[src/rtl/tz_scanner_if.sv]
// Handshake bundle for tz_scanner: upstream word in, trailing-zero result out.
// busy travels with the bundle so the consumer sees scan activity alongside the result.
interface tz_scanner_if #(
    parameter int WIDTH = 16,
    parameter int CW    = $clog2(WIDTH) + 1
);
    logic             in_valid;
    logic             in_ready;
    logic [WIDTH-1:0] in_data;
    logic             out_valid;
    logic             out_ready;
    logic [WIDTH-1:0] out_d;
    logic [WIDTH-1:0] out_n;
    logic [CW-1:0]    out_cnt;
    logic             busy;

    modport master (
        output in_valid, in_data, out_ready,
        input  in_ready, out_valid, out_d, out_n, out_cnt, busy
    );

    modport slave (
        input  in_valid, in_data, out_ready,
        output in_ready, out_valid, out_d, out_n, out_cnt, busy
    );
endinterface

[src/rtl/tz_scanner.sv]
// Bit-serial lowest-set-bit scanner: one word in, one-hot mask and index out.
// Optional macro TZ_SCANNER_EARLY_EXIT_EN ends the scan as soon as the first set bit is seen.
//
// state  | meaning
// S_IDLE | waiting for an upstream word (in_ready high once out of reset)
// S_SCAN | testing one bit per cycle, lowest bit first
// S_DONE | result held on out_* until the downstream handshake
module tz_scanner #(
    parameter int WIDTH = 16
) (
    input logic         clk,
    input logic         rst,
    tz_scanner_if.slave bus
);
    localparam int CW = $clog2(WIDTH) + 1;
    localparam logic [CW-1:0] LAST_IDX = CW'(WIDTH - 1);
    localparam logic [CW-1:0] ZERO_CNT = CW'(WIDTH);
    localparam logic [WIDTH-1:0] ONE   = {{(WIDTH-1){1'b0}}, 1'b1};

    typedef enum logic [1:0] {
        S_IDLE,
        S_SCAN,
        S_DONE
    } state_t;

    state_t           r_state;
    logic [WIDTH-1:0] r_scan;
    logic [CW-1:0]    r_idx;
    logic             r_found;
    logic [WIDTH-1:0] r_d;
    logic [WIDTH-1:0] r_n;
    logic [CW-1:0]    r_cnt;
    logic             r_armed;

    state_t           w_state_nx;
    logic [WIDTH-1:0] w_scan_nx;
    logic [CW-1:0]    w_idx_nx;
    logic             w_found_nx;
    logic [WIDTH-1:0] w_d_nx;
    logic [WIDTH-1:0] w_n_nx;
    logic [CW-1:0]    w_cnt_nx;
    logic             w_hit;
    logic             w_accept;

    // in_ready must stay low during reset and rise only on the first edge after release
    assign bus.in_ready  = r_armed && (r_state == S_IDLE);
    assign bus.out_valid = (r_state == S_DONE);
    assign bus.busy      = (r_state != S_IDLE);
    assign bus.out_d     = r_d;
    assign bus.out_n     = r_n;
    assign bus.out_cnt   = r_cnt;

    assign w_accept = bus.in_valid && bus.in_ready;

    always_ff @(posedge clk or posedge rst) begin
        if (rst) begin
            r_state <= S_IDLE;
            r_scan  <= '0;
            r_idx   <= '0;
            r_found <= 1'b0;
            r_d     <= '0;
            r_n     <= '0;
            r_cnt   <= '0;
            r_armed <= 1'b0;
        end else begin
            r_state <= w_state_nx;
            r_scan  <= w_scan_nx;
            r_idx   <= w_idx_nx;
            r_found <= w_found_nx;
            r_d     <= w_d_nx;
            r_n     <= w_n_nx;
            r_cnt   <= w_cnt_nx;
            r_armed <= 1'b1;
        end
    end

    always_comb begin
        w_state_nx = r_state;
        w_scan_nx  = r_scan;
        w_idx_nx   = r_idx;
        w_found_nx = r_found;
        w_d_nx     = r_d;
        w_n_nx     = r_n;
        w_cnt_nx   = r_cnt;
        w_hit      = 1'b0;

        case (r_state)
            S_IDLE: begin
                if (w_accept) begin
                    w_d_nx     = bus.in_data;
                    w_scan_nx  = bus.in_data;
                    w_idx_nx   = '0;
                    w_found_nx = 1'b0;
                    w_n_nx     = '0;
                    w_cnt_nx   = '0;
                    w_state_nx = S_SCAN;
                end
            end

            S_SCAN: begin
                w_hit     = r_scan[0] && !r_found;
                w_scan_nx = r_scan >> 1;
                w_idx_nx  = r_idx + CW'(1);
                if (w_hit) begin
                    w_found_nx = 1'b1;
                    w_n_nx     = ONE << r_idx;
                    w_cnt_nx   = r_idx;
                end
`ifdef TZ_SCANNER_EARLY_EXIT_EN
                if (w_hit) begin
                    w_state_nx = S_DONE;
                end
`endif
                // Last bit position: close out, reporting an all-zero word if nothing was found
                if (r_idx == LAST_IDX) begin
                    if (!r_found && !r_scan[0]) begin
                        w_n_nx   = '0;
                        w_cnt_nx = ZERO_CNT;
                    end
                    w_state_nx = S_DONE;
                end
            end

            S_DONE: begin
                if (bus.out_ready) begin
                    w_state_nx = S_IDLE;
                end
            end

            default: begin
                w_state_nx = S_IDLE;
            end
        endcase
    end
endmodule

[src/flat_wrapper.sv]
// flat-port wrapper written by rule: the top's interface ports become plain ports
module tz_scanner_flat 
#(
    parameter int WIDTH = 16
)
  (clk, rst, bus_in_valid, bus_in_data, bus_out_ready, bus_in_ready, bus_out_valid, bus_out_d, bus_out_n, bus_out_cnt, bus_busy);
  tz_scanner_if #(.WIDTH(WIDTH), .CW(($clog2(WIDTH) + 1))) bus_i ();
  input logic clk;
  input logic rst;
  input wire logic [$bits(bus_i.in_valid)-1:0] bus_in_valid;
  input wire logic [$bits(bus_i.in_data)-1:0] bus_in_data;
  input wire logic [$bits(bus_i.out_ready)-1:0] bus_out_ready;
  output wire logic [$bits(bus_i.in_ready)-1:0] bus_in_ready;
  output wire logic [$bits(bus_i.out_valid)-1:0] bus_out_valid;
  output wire logic [$bits(bus_i.out_d)-1:0] bus_out_d;
  output wire logic [$bits(bus_i.out_n)-1:0] bus_out_n;
  output wire logic [$bits(bus_i.out_cnt)-1:0] bus_out_cnt;
  output wire logic [$bits(bus_i.busy)-1:0] bus_busy;
  assign bus_i.in_valid = bus_in_valid;
  assign bus_i.in_data = bus_in_data;
  assign bus_i.out_ready = bus_out_ready;
  assign bus_in_ready = bus_i.in_ready;
  assign bus_out_valid = bus_i.out_valid;
  assign bus_out_d = bus_i.out_d;
  assign bus_out_n = bus_i.out_n;
  assign bus_out_cnt = bus_i.out_cnt;
  assign bus_busy = bus_i.busy;
  tz_scanner #(.WIDTH(WIDTH)) u_core (.clk(clk), .rst(rst), .bus(bus_i));
endmodule
[config.mk]
export PLATFORM = sky130hd
export DESIGN_NAME = tz_scanner_flat
export DESIGN_NICKNAME = d
export VERILOG_FILES = /design/src/rtl/tz_scanner_if.sv /design/src/rtl/tz_scanner.sv /design/src/flat_wrapper.sv
export SDC_FILE = /design/constraint.sdc
export NUM_CORES = 1
export LEC_CHECK = 0
export BUFFER_PORTS_ARGS = -buffer_cell sky130_fd_sc_hd__buf_2
export CAP_MARGIN = 25
export CORE_UTILIZATION = 45
export DETAILED_ROUTE_END_ITERATION = 10
export PLACE_DENSITY = 0.69
export SLEW_MARGIN = 15
export SYNTH_ARGS = -nofsm -noshare
export SYNTH_HDL_FRONTEND = slang
export SYNTH_SLANG_ARGS = --single-unit
[constraint.sdc]
create_clock -name clk -period 5.9 [get_ports clk]
set_clock_uncertainty 0.15 [all_clocks]
set_input_delay 0.885 -clock clk [delete_from_list [all_inputs] [get_ports clk]]
set_output_delay 0.885 -clock clk [all_outputs]
set_load 0.01 [all_outputs]
# Word-level counts from Yosys, hierarchy flattened
# Cells that the tools add are included.
# word_totals
register_bits,62
latch_bits,0
mem_bits_rw,0
mem_bits_ro,0
in_bits,20
output_inout_bits,40
wordCells,50
memories,0
# op_classes
add_sub_neg,1
mul,0
div_mod_pow,0
n_lt_le_gt_ge,0
n_eq_ne,7
n_shift,1
mux,20
bitwise_logic,0
n_reduce_logical,13
# ops
op,n
16-bit 2-to-1 mux,5
16-bit one-hot mux with 2 select lines,2
5-bit 2-to-1 mux,4
5-bit one-hot mux with 2 select lines,2
1-bit by 5-bit left shift with 16-bit output (first input constant),1
2-bit 2-to-1 mux,3
2-bit by 1-bit != test with 1-bit output (second input constant),3
2-bit one-hot mux with 3 select lines,1
3-bit AND reduction,2
5-bit by 1-bit adder with 5-bit output (second input constant),1
5-bit by 4-bit equality test with 1-bit output (second input constant),1
1-bit logical AND,4
2-bit AND reduction,2
2-bit nonzero test,2
2-bit by 1-bit equality test with 1-bit output (second input constant),1
2-bit equality test (second input constant),1
1-bit zero test,2
2-bit zero test,1
1-bit 2-to-1 mux,2
2-bit != test (second input constant),1
1-bit one-hot mux with 2 select lines,1

# Longest topological paths before layout
# depth
ltp_word,6
mapped_depth,7
mapped_depth_nobuf,6

# Least setup slack after synthesis
# No wires, ideal clock.
# synth_path
path_type,input to register
start,in bus_in_valid
end,reg u_core.r_scan[0]
setup_ns,0.126
arrival_time_ns,1.685
required_ns,5.624
setup_slack_ns,3.939
cell_stages,5
path_buffers,2
path_cell_list,and4bb_1 -> buf_4 -> nor2_4 -> buf_6 -> a221o_1
# synth_via
elab_chain_len,3
# synth_lines
element,line,rtl
"start, declared",flat_wrapper.sv:10,input wire logic [$bits(bus_i.in_valid)-1:0] bus_in_valid;
1-bit logical AND,tz_scanner.sv:53,assign w_accept = bus.in_valid && bus.in_ready;
2-bit by 1-bit != test with 1-bit output (no line),-,
2-bit AND reduction (no line),-,
"end signal, assigned",tz_scanner.sv:67,r_scan <= w_scan_nx;
"end, declared",tz_scanner.sv:27,logic [WIDTH-1:0] r_scan;
# No other way between the ends.
# A chain may end at the register's enable or synchronous reset.

# Worst setup path in the final report
# layout_path
start,reg u_core.r_idx[0]
end,"reg u_core.r_cnt[0], in the netlist u_core.bus.out_cnt[0]"
# layout_via
elab_chain_len,4
elab_cells_between_ends,5
cone_classes,1 x eq/ne; 4 x mux
# layout_lines
element,line,rtl
"start, declared",tz_scanner.sv:28,logic [CW-1:0] r_idx;
"start signal, assigned",tz_scanner.sv:68,r_idx <= w_idx_nx;
5-bit 2-to-1 mux,tz_scanner.sv:104,if (w_hit) begin
5-bit 2-to-1 mux,tz_scanner.sv:116,if (!r_found && !r_scan[0]) begin
5-bit 2-to-1 mux *,tz_scanner.sv:115,if (r_idx == LAST_IDX) begin
5-bit one-hot mux with 2 select lines *,tz_scanner.sv:87,case (r_state)
"end signal, assigned",tz_scanner.sv:72,r_cnt <= w_cnt_nx;
"end, declared",tz_scanner.sv:32,logic [CW-1:0] r_cnt;
# Mark *: on every way between the ends. The rest lies on a longest branch, timed or not.

==> qor.yml <==
outcome:
  status: "finished clean"
logic_synthesis:
  yosysTopAreaCell: "dfrtp_1"
  ys_types: 34
  yosysTopAreaCellShare_pct: 61.1
  synth_area_leaders: "dfrtp_1, a221o_1, a32o_1, a21o_1, and2_1"
  yosysWarnings: 0
  synth_seq_area_share_pct: 61.1
  syn_inst: 195
  synth_area_sq_mm: 0.00254
  synth_edf_count: 0
  synth_ff_type: "dfrtp_1"
  syn_area_per_cell_sq_um: 13.0
  synth_nets: 222
  synth_seq_cells: 62
  synth_async_sr_flop_share_pct: 100
timing:
  fmax_mhz: 390
  setup_viol: 0
  slew_violations: 0
  relSlewSlack_pct: 33.3
  min_period_over_period_pct: 43.4
  fin_setup_tns_ps: 0
  max_slew.worst_pin.slew_ps: 995
  rsz0062_at_grt: "no"
  fin_crit_ps: 2560
  setup_slack_ps: 3340
  finalHoldViolations: 0
place:
  place.gp.congestion: 0.725
  dp_slack_ps: 3220
  dpl.hpwl_microns: 3480
  dp.cells: 314
  io_buffers: 59
setup_path:
  critPathLaunchType: "flop"
  crit_required_ps: 6020
  cp_top_family: "compound AO/OA/AOI/OAI gates"
  worstRegToRegCells: 6
  critical_path_class: "reg -> reg"
  worstPathMaxFanout: 20
  cp_data_arrival_time_ps: 2680
  slowest_delay_ps: 680
  cpMostUsedCell: "ha_1"
  crit_path_end_kind: "flop"
  crit_buf_inv: 0
  cp_slowest_cell: "a21oi_2"
  cp_cell_sequence: "ha_1 > and3_1 > ha_1 > o21ba_2 > a21oi_2 > a22o_1"
  cp.depth: 6
die:
  initial_core_util_pct: 48.2
  ioPinCount: 60
  die_w_microns: 77.1
  core_area_sq_mm: 0.00527
  num_rows: 26
  die_area_sq_mm: 0.00595
  die_h_microns: 77.1
global_routing:
  grt_pass1_vias: 1796
  grt_max_degree: 63
  track_usage_pct: 19.6
  grt_first_pass_wirelength_microns: 8940
  grt-ovfl-total: 0
  grt_antenna_before_repair: 0
cells_and_area:
  n_antenna_cell: 0
  stdcell_count: 330
  layout.nets: 282
  synthToLayoutAreaGrowth_pct: 19.8
  drive_above_1_share_pct: 31.2
pwr:
  powerDensity_mw_per_mm2: 513
  ir_drop_v: 0.000212
  clkPwrFrac_pct: 20.4
  power_leakage_nw: 1.64
  power_switching_mw: 0.561
  internal_power_mw: 0.998
  p_seq_share_pct: 45.5
  p_sw_share_pct: 36.0
  combPwrFrac_pct: 34.1
drt:
  drc: 0
  detail-route-antenna-nets: 0
  wl_met2_microns: 2390
  dr_wl_met3_microns: 245
  wirelength_microns: 5250
  firstDrtPassIters: 4
  vias: 1820
  drt_iter0_markers: 90
  via_per_inst: 5.52
  dr.max_layer_used: "met4"
  wl_per_cell_microns: 15.9
  wl_met1_microns: 2510
clock_network:
  clockBufferDepth: 2
  clock_latency_ps: 330
  cts_setup_buffers: 0
  numCtsBuffers: 9
  path_clk_slew_ps: 70
  cts_tree: "built"
  cts-root-buf: "clkbuf_8"
  cts_hold_buf: 0
  clock-sinks: 62
  cts-resized-gates: 0
  htreeDepth: 3
min_path:
  whs_path_depth: 1
  hp-class: "reg -> reg"
job:
  cap_viol_max_count: 0
-- routing by layer --
metal | track usage, % | vias up
met5 | 0 | -
met2 | 28.6 | 46
li1 | - | 853
met4 | 9.62 | 0
met1 | 27.3 | 911
met3 | 4.88 | 10
-- flip-flops by register name (all words and copies together) (netlist names) --
signal,cells
u_core.bus.out_cnt,5
u_core.bus.out_d,16
u_core.bus.out_n,16
u_core.r_armed,1
u_core.r_found,1
u_core.r_idx,5
u_core.r_scan,16
u_core.r_state,2
-- power by group through the flow --
stage	Sequential (mW)	Combinational, mW	Clock [mW]
6_report	0.710	0.532	0.318
5_1_grt	0.732	0.594	0.346
4_1_cts	0.708	0.538	0.327
3_5_place_dp	0.712	0.535	0
3_3_place_gp	0.710	0.518	0
2_1_floorplan	0.733	0.335	0
-- stage by stage --
step | hold WS, ps | area, sq um | total power, mW | util (%)
after floorplan | 304 | 2540 | 1.07 | -
after global placement | 307 | 2860 | 1.23 | 54.3
final | 321 | 3040 | 1.56 | 57.7
after global routing | 344 | 3040 | 1.67 | 57.7
after CTS | 325 | 3040 | 1.57 | 57.7
after detailed placement | 310 | 2870 | 1.25 | 54.5
-- synth_stat cells (2+ instances only) --
| library cell | n |
|---|---|
| nand3_1 | 5 |
| a21o_1 | 16 |
| nand2_1 | 5 |
| buf_2 | 2 |
| a21oi_1 | 2 |
| dfrtp_1 | 62 |
| a22o_1 | 7 |
| a221o_1 | 15 |
| o21ai_0 | 5 |
| clkbuf_1 | 6 |
| nor2_1 | 4 |
| a32o_1 | 14 |
| ha_1 | 7 |
| inv_1 | 7 |
| buf_4 | 3 |
| and2_1 | 16 |
| nor2b_1 | 2 |
-- worst register-to-register path, cell delays in order (launching register included) --
cell and delay [ps]:
dfrtp_1 460, ha_1 280, and3_1 210, ha_1 240, o21ba_2 220, a21oi_2 680
a22o_1 270
-- final timing paths --
kind	end	slack [ps]	start
worst min register to register	u_core.bus.out_d[7]	320	u_core.bus.out_d[7]
min in group asynchronous	u_core.bus.out_d[7]	620	rst
max in group asynchronous	u_core.r_armed	4480	rst
worst max-delay path	u_core.bus.out_cnt[0]	3340	u_core.r_idx[0]
worst max register to register	u_core.bus.out_cnt[0]	3340	u_core.r_idx[0]
worst min-delay path	u_core.bus.out_d[7]	320	u_core.bus.out_d[7]
-- cell families after synthesis --
| family | share of synthesized area (%) |
|---|---|
| buffers and inverters | 3.65 |
| adder cells (fa/ha/maj) | 3.45 |
| XOR/XNOR | 0.345 |
| flip-flops | 61.1 |
| AO/OA/AOI/OAI | 21.0 |
| other | 0.148 |
| AND/OR/NAND/NOR | 10.3 |
-- placed cells by master, fill, tap and decap left out, drive strengths merged, types with 7 or more instances in the layout --
cell type,count
buf,61
a32o,14
ha,7
inv,7
dfrtp,62
a21o,16
and2,16
a221o,15
clkbuf,12
a22o,7
-- final cells by class --
type | instances | area (sq um)
Clock buffer | 12 | 145
Clock inverter | 4 | 22.5
Fill cell | 484 | 2230
Inverter | 7 | 26.3
Multi-Input combinational cell | 114 | 895
Sequential cell | 62 | 1550
Tap cell | 70 | 87.6
Timing Repair Buffer | 61 | 314
(Power assumes the default switching activity.)
